--- src/rtl/alu_pkg.sv ---
// ---------------------------------------------------------------------------
// alu_pkg
// Shared definitions for the 8-bit ALU and its request sequencer:
//   - one-hot ALU op encodings (SUM, AND, OR, EOR, SR)
//   - sequencer FSM state type
//   - bit positions of the N/Z/C/V flags inside the 4-bit status vector
// ---------------------------------------------------------------------------
package alu_pkg;

  localparam int OP_W = 5;

  localparam logic [OP_W-1:0] OP_SUM = 5'b10000;
  localparam logic [OP_W-1:0] OP_AND = 5'b01000;
  localparam logic [OP_W-1:0] OP_OR  = 5'b00100;
  localparam logic [OP_W-1:0] OP_EOR = 5'b00010;
  localparam logic [OP_W-1:0] OP_SR  = 5'b00001;

  typedef enum logic [1:0] {
    IDLE   = 2'd0,
    EXEC   = 2'd1,
    AGU_LO = 2'd2,
    AGU_HI = 2'd3
  } seq_state_t;

  localparam int FLAG_N = 3;
  localparam int FLAG_Z = 2;
  localparam int FLAG_C = 1;
  localparam int FLAG_V = 0;

  // Zero test used for the Z flag.
  function automatic logic is_zero8(input logic [7:0] value);
    return (value == 8'h00);
  endfunction

endpackage

--- src/rtl/alu.sv ---
// ---------------------------------------------------------------------------
// alu
// Purely combinational 8-bit ALU with one-hot op select.
// Ports:
//   op           in  5  one-hot op (SUM/AND/OR/EOR/SR); anything else -> 0
//   a, b         in  8  operands
//   carry_in     in  1  carry into SUM
//   decimal_mode in  1  SUM performs BCD addition when high
//   result       out 8  op result
//   carry_out    out 1  SUM carry, or bit shifted out by SR
//   overflow     out 1  signed overflow of SUM
//   half_carry   out 1  carry out of the low nibble of SUM
// ---------------------------------------------------------------------------
module alu
  import alu_pkg::*;
(
  input  logic [OP_W-1:0] op,
  input  logic [7:0]      a,
  input  logic [7:0]      b,
  input  logic            carry_in,
  input  logic            decimal_mode,
  output logic [7:0]      result,
  output logic            carry_out,
  output logic            overflow,
  output logic            half_carry
);

  logic [8:0] w_bin_sum;
  logic [4:0] w_lo_sum;
  logic [4:0] w_hi_sum;
  logic       w_lo_dc;
  logic       w_hi_dc;
  logic [3:0] w_lo_adj;
  logic [3:0] w_hi_adj;

  // Binary and BCD adder terms; both are always computed, the op mux picks.
  always_comb begin
    w_bin_sum = {1'b0, a} + {1'b0, b} + {8'd0, carry_in};
    w_lo_sum  = {1'b0, a[3:0]} + {1'b0, b[3:0]} + {4'd0, carry_in};
    w_lo_dc   = (w_lo_sum > 5'd9);
    w_lo_adj  = w_lo_dc ? (w_lo_sum[3:0] + 4'd6) : w_lo_sum[3:0];
    w_hi_sum  = {1'b0, a[7:4]} + {1'b0, b[7:4]} + {4'd0, w_lo_dc};
    w_hi_dc   = (w_hi_sum > 5'd9);
    w_hi_adj  = w_hi_dc ? (w_hi_sum[3:0] + 4'd6) : w_hi_sum[3:0];
  end

  // Op select. Overflow is the binary signed-overflow rule in both modes.
  always_comb begin
    result     = 8'h00;
    carry_out  = 1'b0;
    overflow   = 1'b0;
    half_carry = 1'b0;
    case (op)
      OP_SUM: begin
        half_carry = w_lo_sum[4];
        overflow   = (a[7] == b[7]) && (w_bin_sum[7] != a[7]);
        if (decimal_mode) begin
          result    = {w_hi_adj, w_lo_adj};
          carry_out = w_hi_dc;
        end else begin
          result    = w_bin_sum[7:0];
          carry_out = w_bin_sum[8];
        end
      end
      OP_AND: result = a & b;
      OP_OR:  result = a | b;
      OP_EOR: result = a ^ b;
      OP_SR: begin
        result    = {1'b0, a[7:1]};
        carry_out = a[0];
      end
      default: begin
        result    = 8'h00;
        carry_out = 1'b0;
      end
    endcase
  end

endmodule

--- src/rtl/alu_sequencer.sv ---
// ---------------------------------------------------------------------------
// alu_sequencer
// Shares one 8-bit ALU between the execute stage (data ops with flag update)
// and the address generation unit (16-bit base + 8-bit index, second ALU pass
// only when the low byte carries, which is also the page-cross indication).
// Ports:
//   clk, rst                      clock, synchronous active-high reset
//   exec_req_valid/ready          execute request handshake (accept in IDLE)
//   exec_op/exec_a/exec_b         one-hot op and operands
//   exec_rsp_valid/exec_result    one-cycle result pulse and held result
//   agu_req_valid/ready           address request handshake (accept in IDLE)
//   agu_base/agu_index            16-bit base, unsigned 8-bit index
//   agu_rsp_valid/agu_addr        one-cycle pulse and held address
//   agu_page_cross                low-byte add carried
//   status_nzcv                   registered {N,Z,C,V}
// ---------------------------------------------------------------------------
module alu_sequencer
  import alu_pkg::*;
(
  input  logic            clk,
  input  logic            rst,
  input  logic            exec_req_valid,
  output logic            exec_req_ready,
  input  logic [OP_W-1:0] exec_op,
  input  logic [7:0]      exec_a,
  input  logic [7:0]      exec_b,
  output logic            exec_rsp_valid,
  output logic [7:0]      exec_result,
  input  logic            agu_req_valid,
  output logic            agu_req_ready,
  input  logic [15:0]     agu_base,
  input  logic [7:0]      agu_index,
  output logic            agu_rsp_valid,
  output logic [15:0]     agu_addr,
  output logic            agu_page_cross,
  output logic [3:0]      status_nzcv
);

  seq_state_t      r_state;
  seq_state_t      w_next_state;
  logic            r_prio_agu;      // 1: agu wins the next contested IDLE cycle
  logic            w_grant_exec;
  logic            w_grant_agu;

  // ALU is fed only from these registers.
  logic [OP_W-1:0] r_alu_op;
  logic [7:0]      r_alu_a;
  logic [7:0]      r_alu_b;
  logic [7:0]      r_base_hi;
  logic [7:0]      r_addr_lo;

  logic            r_exec_rsp_valid;
  logic [7:0]      r_exec_result;
  logic            r_agu_rsp_valid;
  logic [15:0]     r_agu_addr;
  logic            r_agu_page_cross;
  logic [3:0]      r_status;

  logic [7:0]      w_alu_result;
  logic            w_alu_carry;
  logic            w_alu_overflow;
  logic            w_half_carry_unused;
  logic [3:0]      w_exec_flags;

  alu u_alu (
    .op           (r_alu_op),
    .a            (r_alu_a),
    .b            (r_alu_b),
    .carry_in     (1'b0),
    .decimal_mode (1'b0),
    .result       (w_alu_result),
    .carry_out    (w_alu_carry),
    .overflow     (w_alu_overflow),
    .half_carry   (w_half_carry_unused)
  );

  // FSM state register.
  always_ff @(posedge clk) begin
    if (rst) begin
      r_state <= IDLE;
    end else begin
      r_state <= w_next_state;
    end
  end

  // FSM next-state logic.
  always_comb begin
    w_next_state = r_state;
    case (r_state)
      IDLE: begin
        if (w_grant_exec) begin
          w_next_state = EXEC;
        end else if (w_grant_agu) begin
          w_next_state = AGU_LO;
        end else begin
          w_next_state = IDLE;
        end
      end
      EXEC:   w_next_state = IDLE;
      AGU_LO: w_next_state = w_alu_carry ? AGU_HI : IDLE;
      AGU_HI: w_next_state = IDLE;
      default: w_next_state = IDLE;
    endcase
  end

  // FSM outputs: round-robin grant, only in IDLE and never under reset.
  always_comb begin
    w_grant_exec = 1'b0;
    w_grant_agu  = 1'b0;
    if (!rst && (r_state == IDLE)) begin
      if (exec_req_valid && (!agu_req_valid || !r_prio_agu)) begin
        w_grant_exec = 1'b1;
      end else if (agu_req_valid) begin
        w_grant_agu = 1'b1;
      end else begin
        w_grant_exec = 1'b0;
        w_grant_agu  = 1'b0;
      end
    end else begin
      w_grant_exec = 1'b0;
      w_grant_agu  = 1'b0;
    end
  end

  assign exec_req_ready = w_grant_exec;
  assign agu_req_ready  = w_grant_agu;

  // Flag update for the exec result; an invalid op holds every flag.
  always_comb begin
    w_exec_flags = r_status;
    case (r_alu_op)
      OP_SUM: begin
        w_exec_flags[FLAG_N] = w_alu_result[7];
        w_exec_flags[FLAG_Z] = is_zero8(w_alu_result);
        w_exec_flags[FLAG_C] = w_alu_carry;
        w_exec_flags[FLAG_V] = w_alu_overflow;
      end
      OP_AND, OP_OR, OP_EOR: begin
        w_exec_flags[FLAG_N] = w_alu_result[7];
        w_exec_flags[FLAG_Z] = is_zero8(w_alu_result);
      end
      OP_SR: begin
        w_exec_flags[FLAG_N] = 1'b0;
        w_exec_flags[FLAG_Z] = is_zero8(w_alu_result);
        w_exec_flags[FLAG_C] = w_alu_carry;
      end
      default: w_exec_flags = r_status;
    endcase
  end

  // Round-robin pointer: the requester just granted loses the next tie.
  always_ff @(posedge clk) begin
    if (rst) begin
      r_prio_agu <= 1'b0;
    end else if (w_grant_exec) begin
      r_prio_agu <= 1'b1;
    end else if (w_grant_agu) begin
      r_prio_agu <= 1'b0;
    end else begin
      r_prio_agu <= r_prio_agu;
    end
  end

  // Operand latch, ALU sequencing and response/flag registers.
  always_ff @(posedge clk) begin
    if (rst) begin
      r_alu_op         <= 5'b00000;
      r_alu_a          <= 8'h00;
      r_alu_b          <= 8'h00;
      r_base_hi        <= 8'h00;
      r_addr_lo        <= 8'h00;
      r_exec_rsp_valid <= 1'b0;
      r_exec_result    <= 8'h00;
      r_agu_rsp_valid  <= 1'b0;
      r_agu_addr       <= 16'h0000;
      r_agu_page_cross <= 1'b0;
      r_status         <= 4'b0000;
    end else begin
      r_exec_rsp_valid <= 1'b0;
      r_agu_rsp_valid  <= 1'b0;
      case (r_state)
        IDLE: begin
          if (w_grant_exec) begin
            r_alu_op <= exec_op;
            r_alu_a  <= exec_a;
            r_alu_b  <= exec_b;
          end else if (w_grant_agu) begin
            r_alu_op  <= OP_SUM;
            r_alu_a   <= agu_base[7:0];
            r_alu_b   <= agu_index;
            r_base_hi <= agu_base[15:8];
          end
        end
        EXEC: begin
          r_exec_result    <= w_alu_result;
          r_status         <= w_exec_flags;
          r_exec_rsp_valid <= 1'b1;
        end
        AGU_LO: begin
          r_addr_lo <= w_alu_result;
          if (w_alu_carry) begin
            // Second pass increments the high byte; op stays SUM.
            r_alu_a <= r_base_hi;
            r_alu_b <= 8'h01;
          end else begin
            r_agu_addr       <= {r_base_hi, w_alu_result};
            r_agu_page_cross <= 1'b0;
            r_agu_rsp_valid  <= 1'b1;
          end
        end
        AGU_HI: begin
          // Carry out of the high byte is dropped: 0xFF wraps to 0x00.
          r_agu_addr       <= {w_alu_result, r_addr_lo};
          r_agu_page_cross <= 1'b1;
          r_agu_rsp_valid  <= 1'b1;
        end
        default: begin
          r_exec_rsp_valid <= 1'b0;
          r_agu_rsp_valid  <= 1'b0;
        end
      endcase
    end
  end

  assign exec_rsp_valid = r_exec_rsp_valid;
  assign exec_result    = r_exec_result;
  assign agu_rsp_valid  = r_agu_rsp_valid;
  assign agu_addr       = r_agu_addr;
  assign agu_page_cross = r_agu_page_cross;
  assign status_nzcv    = r_status;

endmodule

--- config.mk ---
export PLATFORM = sky130hd
export DESIGN_NAME = alu_sequencer
export DESIGN_NICKNAME = d
export VERILOG_FILES = /design/src/rtl/alu_pkg.sv /design/src/rtl/alu.sv /design/src/rtl/alu_sequencer.sv
export SDC_FILE = /design/constraint.sdc
export NUM_CORES = 1
export LEC_CHECK = 0
export BUFFER_PORTS_ARGS = -buffer_cell sky130_fd_sc_hd__clkbuf_2
export CAP_MARGIN = 40
export CELL_PAD_IN_SITES_DETAIL_PLACEMENT = 1
export CELL_PAD_IN_SITES_GLOBAL_PLACEMENT = 1
export CORE_UTILIZATION = 36
export DETAILED_ROUTE_END_ITERATION = 16
export GPL_ROUTABILITY_DRIVEN = 0
export HOLD_SLACK_MARGIN = 0.1
export PLACE_DENSITY = 0.85
export SLEW_MARGIN = 15
export SYNTH_ARGS = -nofsm -noshare
export SYNTH_HDL_FRONTEND = slang
export SYNTH_SLANG_ARGS = --single-unit
export TNS_END_PERCENT = 1
--- constraint.sdc ---
create_clock -name clk -period 2.76 [get_ports clk]
set_input_delay 0.552 -clock clk [delete_from_list [all_inputs] [get_ports clk]]
set_output_delay 0.552 -clock clk [all_outputs]
set_load 0.01 [all_outputs]
== Word-level counts from Yosys, hierarchy flattened ==
Cells that the tools add are included.

* Output and inout port bits: 33
* Flip-flop bits (word level): 71

* $add $sub $neg: 1
* Muxes and demuxes: 31
* Reduce and logical (&&, ||, !) cells: 23
* Bitwise gates (word level): 4
* Equality and inequality tests: 13

{| class="wikitable"
|+ Operators by type and width
! kind !! number
|-
| $mux 8 || 6
|-
| $pmux 8 s5 || 1
|-
| $pmux 16 s2 || 1
|-
| $pmux 8 s2 || 2
|-
| $mux 16 || 1
|-
| $mux 1 || 10
|-
| $mux 5 || 2
|-
| $reduce_and 2->1 || 5
|-
| $add 8x8->9 || 1
|-
| $and 8x8->8 || 1
|-
| $logic_not 8->1 || 1
|-
| $or 8x8->8 || 1
|-
| $reduce_bool 2->1 || 4
|-
| $xor 8x8->8 || 1
|-
| $mux 2 || 3
|-
| $pmux 1 s2 || 3
|-
| $pmux 2 s3 || 1
|-
| $reduce_and 3->1 || 2
|-
| $eq 5x1->1 const B || 1
|-
| $eq 5x2->1 const B || 1
|-
| $eq 5x3->1 const B || 1
|-
| $eq 5x4->1 const B || 1
|-
| $eq 5x5->1 const B || 1
|-
| $eq 2x2->1 const B || 2
|-
| other kinds (13) || 19
|}

== Logic depth before layout (Yosys ltp) ==
Gate-level depths: netlist (run 1).

* Depth after elaboration: 8
* Mapped depth: 11
* Depth with buffers taken out: 9

== By module ==
From an unflattened synthesis (run 1), not the netlist that was laid out.

* Cell total of the unflattened synthesis: 531
* Area total of the unflattened synthesis: 4,270.3 µm²

{| class="wikitable"
|+ Modules (own cells, without submodules)
! module !! seq. area each (µm²) !! area each (µm²) !! cells each !! instances
|-
| alu_sequencer || 1,421.4 || 3,123.0 || 381 || 1
|-
| alu || 0.0 || 1,147.4 || 150 || 1
|}

== Worst setup path before layout (run 1) ==
Ideal clock, no wire load.

* Path type: register to register
* Start point: register r_alu_a[0]
* End point: register r_agu_addr[6] (netlist: agu_addr[6])
* Required time: 2.632 ns
* Slack: 0.198 ns
* Arrival time: 2.435 ns
* Cell stages (with the launch flop): 11
* Setup time: 0.128 ns
* Path buffers: 1
* Period minus slack after synthesis: 2.562 ns
* Cells stage by stage: dfxtp_1 > ha_1 > fa_1 > a211oi_2 > nor2_1 > a221oi_4 > o21ai_4 > a21boi_4 > buf_6 > mux2i_1 > nor2_1

* Word-level cells in the longest chain between the ends: 4

{| class="wikitable"
|+ RTL lines
! item !! RTL line !! source
|-
| from (decl) || alu_sequencer.sv:47 || <nowiki>logic [7:0] r_alu_a;</nowiki>
|-
| from (signal assigned) || alu_sequencer.sv:189 || <nowiki>r_alu_a <= agu_base[7:0];</nowiki>
|-
| from (signal assigned) || alu_sequencer.sv:203 || <nowiki>r_alu_a <= r_base_hi;</nowiki>
|-
| $add 8x8->9 || alu.sv:38 || <nowiki>w_bin_sum = {1'b0, a} + {1'b0, b} + {8'd0, carry_in};</nowiki>
|-
| $pmux 8 s5 / $pmux 1 s2 (equally long branches) || alu.sv:53 || <nowiki>case (op)</nowiki>
|-
| $mux 16 / $ne 2x2->1 (equally long branches) || - ||
|-
| $pmux 16 s2 / $reduce_and 2->1 (equally long branches) || - ||
|-
| to (signal assigned) || alu_sequencer.sv:206 || <nowiki>r_agu_addr <= {r_base_hi, w_alu_result};</nowiki>
|-
| to (signal assigned) || alu_sequencer.sv:213 || <nowiki>r_agu_addr <= {w_alu_result, r_addr_lo};</nowiki>
|-
| to (decl) || alu_sequencer.sv:55 || <nowiki>logic [15:0] r_agu_addr;</nowiki>
|}

Several ways; a longest one is shown, not always the timed one. The select of a mux whose other input is x is not followed.
A chain may end at the register's enable or synchronous reset.

== Final worst setup path (run 1) ==
* Start point: register r_alu_a[0]
* End point: register r_agu_addr[4] (netlist: agu_addr[4])

Same word-level chain as after synthesis.

==> results of run 1 <==
metrics by stage:
stage | setup slack [ps] | utilization, % | TNS, ps | cells | instance area, µm²
2_1_floorplan | 198 | - | 0 | 449 | 3770
3_3_place_gp | 140 | 43.7 | 0 | 653 | 4350
3_5_place_dp | -39.4 | 43.7 | -39.4 | 653 | 4350
4_1_cts | 38.7 | 45.8 | 0 | 670 | 4560
5_1_grt | 27.7 | 46.1 | 0 | 670 | 4590
6_report | 116 | 46.1 | 0 | 670 | 4590
per-layer routing:
metal | track usage, % | part of all wire (%) | vias up
li1 | - | - | 1750
met4 | 9.59 | 2.9 | 0
met2 | 40.4 | 49 | 133
met5 | 0 | 0 | -
met3 | 3.45 | 5.0 | 27
met1 | 28.2 | 43 | 1844
synthesized netlist by cell type, types with 3 or more instances:
| master | number | area [µm²] |
|---|---|---|
| dfxtp_1 | 71 | 1420 |
| nand2_1 | 65 | 244 |
| nor2_1 | 62 | 233 |
| a21oi_1 | 24 | 120 |
| o21ai_0 | 23 | 115 |
| inv_1 | 20 | 75.1 |
| clkbuf_1 | 17 | 63.8 |
| ha_1 | 16 | 200 |
| mux2i_1 | 14 | 140 |
| a211oi_1 | 13 | 97.6 |
| a311o_1 | 8 | 80.1 |
| a222oi_1 | 7 | 70.1 |
| a22o_1 | 7 | 61.3 |
| buf_2 | 7 | 35.0 |
| nand2b_1 | 7 | 43.8 |
| nor3_1 | 6 | 30.0 |
| a211oi_2 | 4 | 50.1 |
| a21o_1 | 4 | 30.0 |
| a221oi_1 | 4 | 35.0 |
| and2_1 | 4 | 25.0 |
| nand3_1 | 4 | 20.0 |
| xor2_1 | 4 | 35.0 |
| nand3b_1 | 3 | 22.5 |
| nand4b_1 | 3 | 26.3 |
| xnor2_1 | 3 | 26.3 |
placed cells by master, fill, tap and decap left out, drive strengths merged, types with 6 or more instances in the layout:
cell type,count
clkbuf,91
dfxtp,71
nand2,66
nor2,62
a21oi,26
o21ai,24
inv,22
buf,19
a211oi,17
ha,16
mux2i,14
a311o,8
nand2b,7
a222oi,7
a22o,7
nor3,7
a221oi,6
flip-flops by register name (all words and copies together), names as in the netlist, 2 cells and up:
signal and cells:
exec_result 8, r_state 2, r_alu_b 8, status_nzcv 4
r_base_hi 8, agu_addr 16, r_alu_op 5, r_addr_lo 8
r_alu_a 8
cell type report:
cell class | instances | share of cell area, %
Timing Repair Buffer | 100 | 12.4
Clock inverter | 6 | 1.50
Sequential cell | 71 | 31.0
Multi-Input combinational cell | 329 | 47.0
Tap cell | 133 | 3.63
Inverter | 21 | 1.72
Clock buffer | 10 | 2.78
power by group through the flow:
stage | Combinational, µW | Clock (µW) | Sequential, µW
detailed placement | 492 | 0 | 1160
finish | 510 | 875 | 1140
floorplan | 317 | 0 | 1150
global route | 554 | 934 | 1150
CTS | 499 | 880 | 1140
global placement | 469 | 0 | 1160
kinds of logic after synthesis:
| group | synth area share, % |
|---|---|
| XOR/XNOR | 1.63 |
| AND/OR/NAND/NOR | 21.3 |
| flip-flops | 37.7 |
| adder cells (fa/ha/maj) | 5.84 |
| AO/OA/AOI/OAI | 24.1 |
| multiplexers | 3.72 |
| buffers and inverters | 5.71 |
worst register-to-register path: stages (launching register included):
cell,delay [ps]
dfxtp_1,360
ha_2,240
fa_2,380
a211oi_2,250
nor2_1,120
a221oi_4,320
o21ai_4,130
a21boi_4,230
buf_6,180
mux2i_1,230
nor2_1,70
final timing paths:
check | startpoint | end | slack [ps] | depth (start not counted)
max | r_alu_a[0] | agu_addr[4] | 120 | 10
min | agu_base[13] | r_base_hi[5] | 400 | 3
max reg2reg | r_alu_a[0] | agu_addr[4] | 120 | 10
min reg2reg | status_nzcv[3] | status_nzcv[3] | 480 | 2
repair_timing:
| action | in CTS | in global routing |
|---|---|---|
| gates resized for setup | 0 | 7 |
| endpoints found under the setup margin | 3 | 17 |
| hold buffers | 0 | 0 |
| pin swaps | 1 | 0 |
| buffers inserted | 1 | 0 |
==> metrics, run 1 <==
status complete, no violations; Clock Tree Buf Depth 2; CP max stage cell fa_2; storage element area 1420 µm²; # DRC 0; RSZ-0062 raised after global routing false; total gr overflow 0; Fin. Hold Viols 0; critical-path cell list ha_2, fa_2, a211oi_2, nor2_1, a221oi_4, o21ai_4, a21boi_4, buf_6, mux2i_1, nor2_1; vias in the first global route 3824; TritonCTS clock tree built; die area 10900 µm²; sequential fraction of the synthesis area 37.7%; Power Density 551 nW/µm²; Mapped Cells 449; Max Cap Viol 0; Slew Viols, Final 0; all-layer global routing usage 23.1%; number of synthesized register bits 71; Area Overhead vs Synth 21.7%; I/O pin cnt 82; Worst-path clk slew 90 ps; root buffer cell clkbuf_8; Switching Fraction 32.3%; clock latency on the worst-skew pair 370 ps; crit-path leading delay family compound AO/OA/AOI/OAI gates; Multi-input gate area 2160 µm²; Syn Nets 515; Chip Height 104 µm; CTS Buf Count 9; Peak VDD IR 0.000271 V; Rows 36; crit path time final 2640 ps; Switch Pwr 817 µW; Hold WS 397 ps; initial antenna violation count 0; Main synth FF type dfxtp_1; layout cells sized above 1 25.7%; Cell Int Power 1710 µW; hpwl dp 8820 µm; Post-layout nets 598; global-route wire length before repair 19700 µm; CP Max Fanout 8; Pwr Total 2530 µW; slowest cell delay on critical path 370 ps; CP bufs+invs 1; kind of critical path reg -> reg; Avg Cell Area, Syn 8.40 µm²; chip width 104 µm; Yosys warning total 0; drt via density 5.60; Post-Syn Area 3770 µm²; Yosys cell types 62; Pleak 0.00191 µW; Initial DRC Count 232; Buffers on Ports 81; via count 3754; 1st-pass router iterations 5; CTS sink cnt 71; largest net degree at the start of global routing 70; FMAX 0.378 GHz; # setup viols final 0; Layout Skew 11.2 ps; share of synthesized flip-flops with an asynchronous set or reset 0%; Filler Cells Inserted 1242; H-tree levels 3; Critical Path End Type flip-flop; Crit path top cell by count nor2_1; Hold Path Class in -> reg; clock share of power 34.6%; Post-synth EDFFs 0; Tightest Pin Transition 708 ps; ANT cells 0; Sequential Power Share 45.2%; crit path launch type flip-flop; relative max-transition margin 52.8%; core area 9950 µm²; Worst Path Arrival 2870 ps; Antenna Violating Nets Remaining 0; WL final 12500 µm; Comb pwr share 20.2%; worst endpoint required time 2990 ps; Starting Density 37.9%; Final period util 95.8%; wire per inst 18.6 µm
No activity file was read; power rests on OpenSTA's default activity.
==> inputs of run 2 (changes only) <==
- CORE_UTILIZATION: 36 -> 37
- PLACE_DENSITY: 0.85 -> not set
- PLACE_DENSITY_LB_ADDON: not set -> 0.1
- SYNTH_HIERARCHICAL: not set -> 1
==> metrics, run 2 <==
worst endpoint required time 3030 ps (+40 ps); vias in the first global route 4403 (+15%); # setup viols final 0 (unchanged); FMAX 0.365 GHz (-3.4%); Cell Int Power 2340 µW (+37%); kind of critical path reg -> reg; relative max-transition margin 38.7% (-14 points); clock latency on the worst-skew pair 340 ps (-30 ps); total gr overflow 0 (unchanged); Sequential Power Share 34.6% (-11 points); chip width 109 µm (+4.8%); Power Density 585 nW/µm² (+6.1%); I/O pin cnt 82 (unchanged); Final period util 99.2% (+3.4 points); Max Cap Viol 0 (unchanged); setup TNS 0 ps (unchanged); Critical Path End Type flip-flop; TritonCTS clock tree built; CTS Buf Count 9 (unchanged); Pleak 0.00245 µW (+28%); crit path time final 2740 ps (+94.0 ps); DR top layer met4; Hold Path Class in -> reg; status complete, no violations; WL met3 511 µm (-17%); Layout Utilization 50.7% (+4.6 points); WL final 13900 µm (+12%); drt via density 5.47 (-2.3%); Final Instance Count excl. Fillers 789 (+18%); Switch Pwr 925 µW (+13%); Initial DRC Count 186 (-20%); CP Max Fanout 6 (-2); CTS sink cnt 71 (unchanged); Peak VDD IR 0.000404 V (+49%); Clock Tree Buf Depth 2 (unchanged); Starting Density 38.7% (+0.81 points); Slew Viols, Final 0 (unchanged); Post-layout nets 715 (+20%); crit path launch type flip-flop; Fin. Hold Viols 0 (unchanged); commonest cells after routing, fill and taps aside clkbuf_2 (81), dfxtp_1 (70), nand2_1 (60), nor2_1 (55), buf_4 (44); Area Overhead vs Synth 31.0%; initial antenna violation count 0 (unchanged); wire per inst 17.7 µm (-5.1%); ANT cells 0 (unchanged); Metal-1 WL 6500 µm (+22%); DR WL met2 6620 µm (+7.4%); placed cells 771 (+18%); # DRC 0 (unchanged); Mapped Cells 530 (+18%); largest net degree at the start of global routing 47 (-33%); root buffer cell clkbuf_16; Switching Fraction 28.3% (-4.0 points); Rows 38 (+5.6%); hpwl dp 10500 µm (+20%); cts hold-fix bufs 0 (unchanged); Worst-path clk slew 60 ps (-30 ps); global-route wire length before repair 22300 µm (+13%); Antenna Violating Nets Remaining 0 (unchanged); Yosys warning total 6 (+6); Post-Syn Area 4270 µm² (+13%); Avg Cell Area, Syn 8.05 µm² (-4.1%); die area 12000 µm² (+9.9%); layout cells sized above 1 27.9% (+2.2 points); R2R depth 13 (+3); leading cell type in the layout, fill and taps excluded clkbuf_2; Tightest Pin Transition 911 ps (+203 ps); Layout Skew 7.74 ps (-3.45 ps); Worst Path Arrival 3010 ps (+140 ps); 1st-pass router iterations 4 (-1); via count 4318 (+15%); Chip Height 109 µm (+4.8%); RSZ-0062 raised after global routing true; H-tree levels 3 (unchanged); all-layer global routing usage 24.6% (+1.5 points); Comb pwr share 23.2% (+3.0 points); Buffers on Ports 81 (unchanged); hold depth 3 (unchanged); clock share of power 42.2% (+7.6 points); max reg flops 16 (unchanged); core area 11000 µm² (+11%)
## run 2: cell types whose count changed in the layout (fill, tap and decap cells not counted), moves of 9 or more
cell       before  now
inv_1          20   33
buf_4          16   44
a311oi_1        0   11
and3_1          2   15
clkbuf_16       0    9
nand3_1         4   20
## run 2: critical path, cell delays in order, from the launching register on
cell and delay (ps):
dfxtp_2 330, fa_2 370, fa_2 350, a21o_1 200
a21oi_4 180, buf_6 150, xnor2_1 60, mux2i_1 150
o211ai_1 110, buf_4 170, buf_4 150, nor4_2 230
nand3_1 100, mux2i_1 140
## run 2: area by class of cell
cell class	count	area, µm²
Clock buffer	11	253
Inverter	34	128
Multi-Input combinational cell	399	2720
Tap cell	140	175
Fill cell	1372	5440
Clock inverter	5	104
Sequential cell	71	1420
Timing Repair Buffer	129	790
## run 2: timing repair
action | in CTS | in global routing
pin swaps | 2 | 4
setup buffers | 2 | 0
gates resized for setup | 5 | 22
setup endpoints to repair | 12 | 33
## run 2: final timing paths
| path | from | endpoint | slack (ps) |
|---|---|---|---|
| worst max-delay path | r_alu_b[0] | status_nzcv[2] | 20 |
| worst min-delay path | agu_base[8] | r_base_hi[0] | 440 |
| worst max register to register | r_alu_b[0] | status_nzcv[2] | 20 |
| worst min register to register | exec_result[0] | exec_result[0] | 460 |
## run 2: per-stage QoR
stage          instance area (µm²)  setup WS, ps  hold slack [ps]  total power, µW
2_1_floorplan                 4310         -75.0              433             1600
3_3_place_gp                  5090          -140              441             1840
3_5_place_dp                  5090          -219              451             1870
4_1_cts                       5490         -17.9              436             3270
5_1_grt                       5590          -156              457             3420
6_report                      5590          21.5              442             3270
## run 2: per-layer routing
layer	vias up	track usage [%]
met5	-	0
met3	20	4.98
met4	0	8.86
met1	2080	30.8
met2	101	41.7
li1	2117	-
## run 2: power by group through the flow
stage	clock network (µW)	logic [µW]	registers, µW
5_1_grt	1440	837	1140
6_report	1380	759	1130
4_1_cts	1400	731	1130
2_1_floorplan	0	448	1150
3_5_place_dp	0	719	1150
3_3_place_gp	0	697	1150
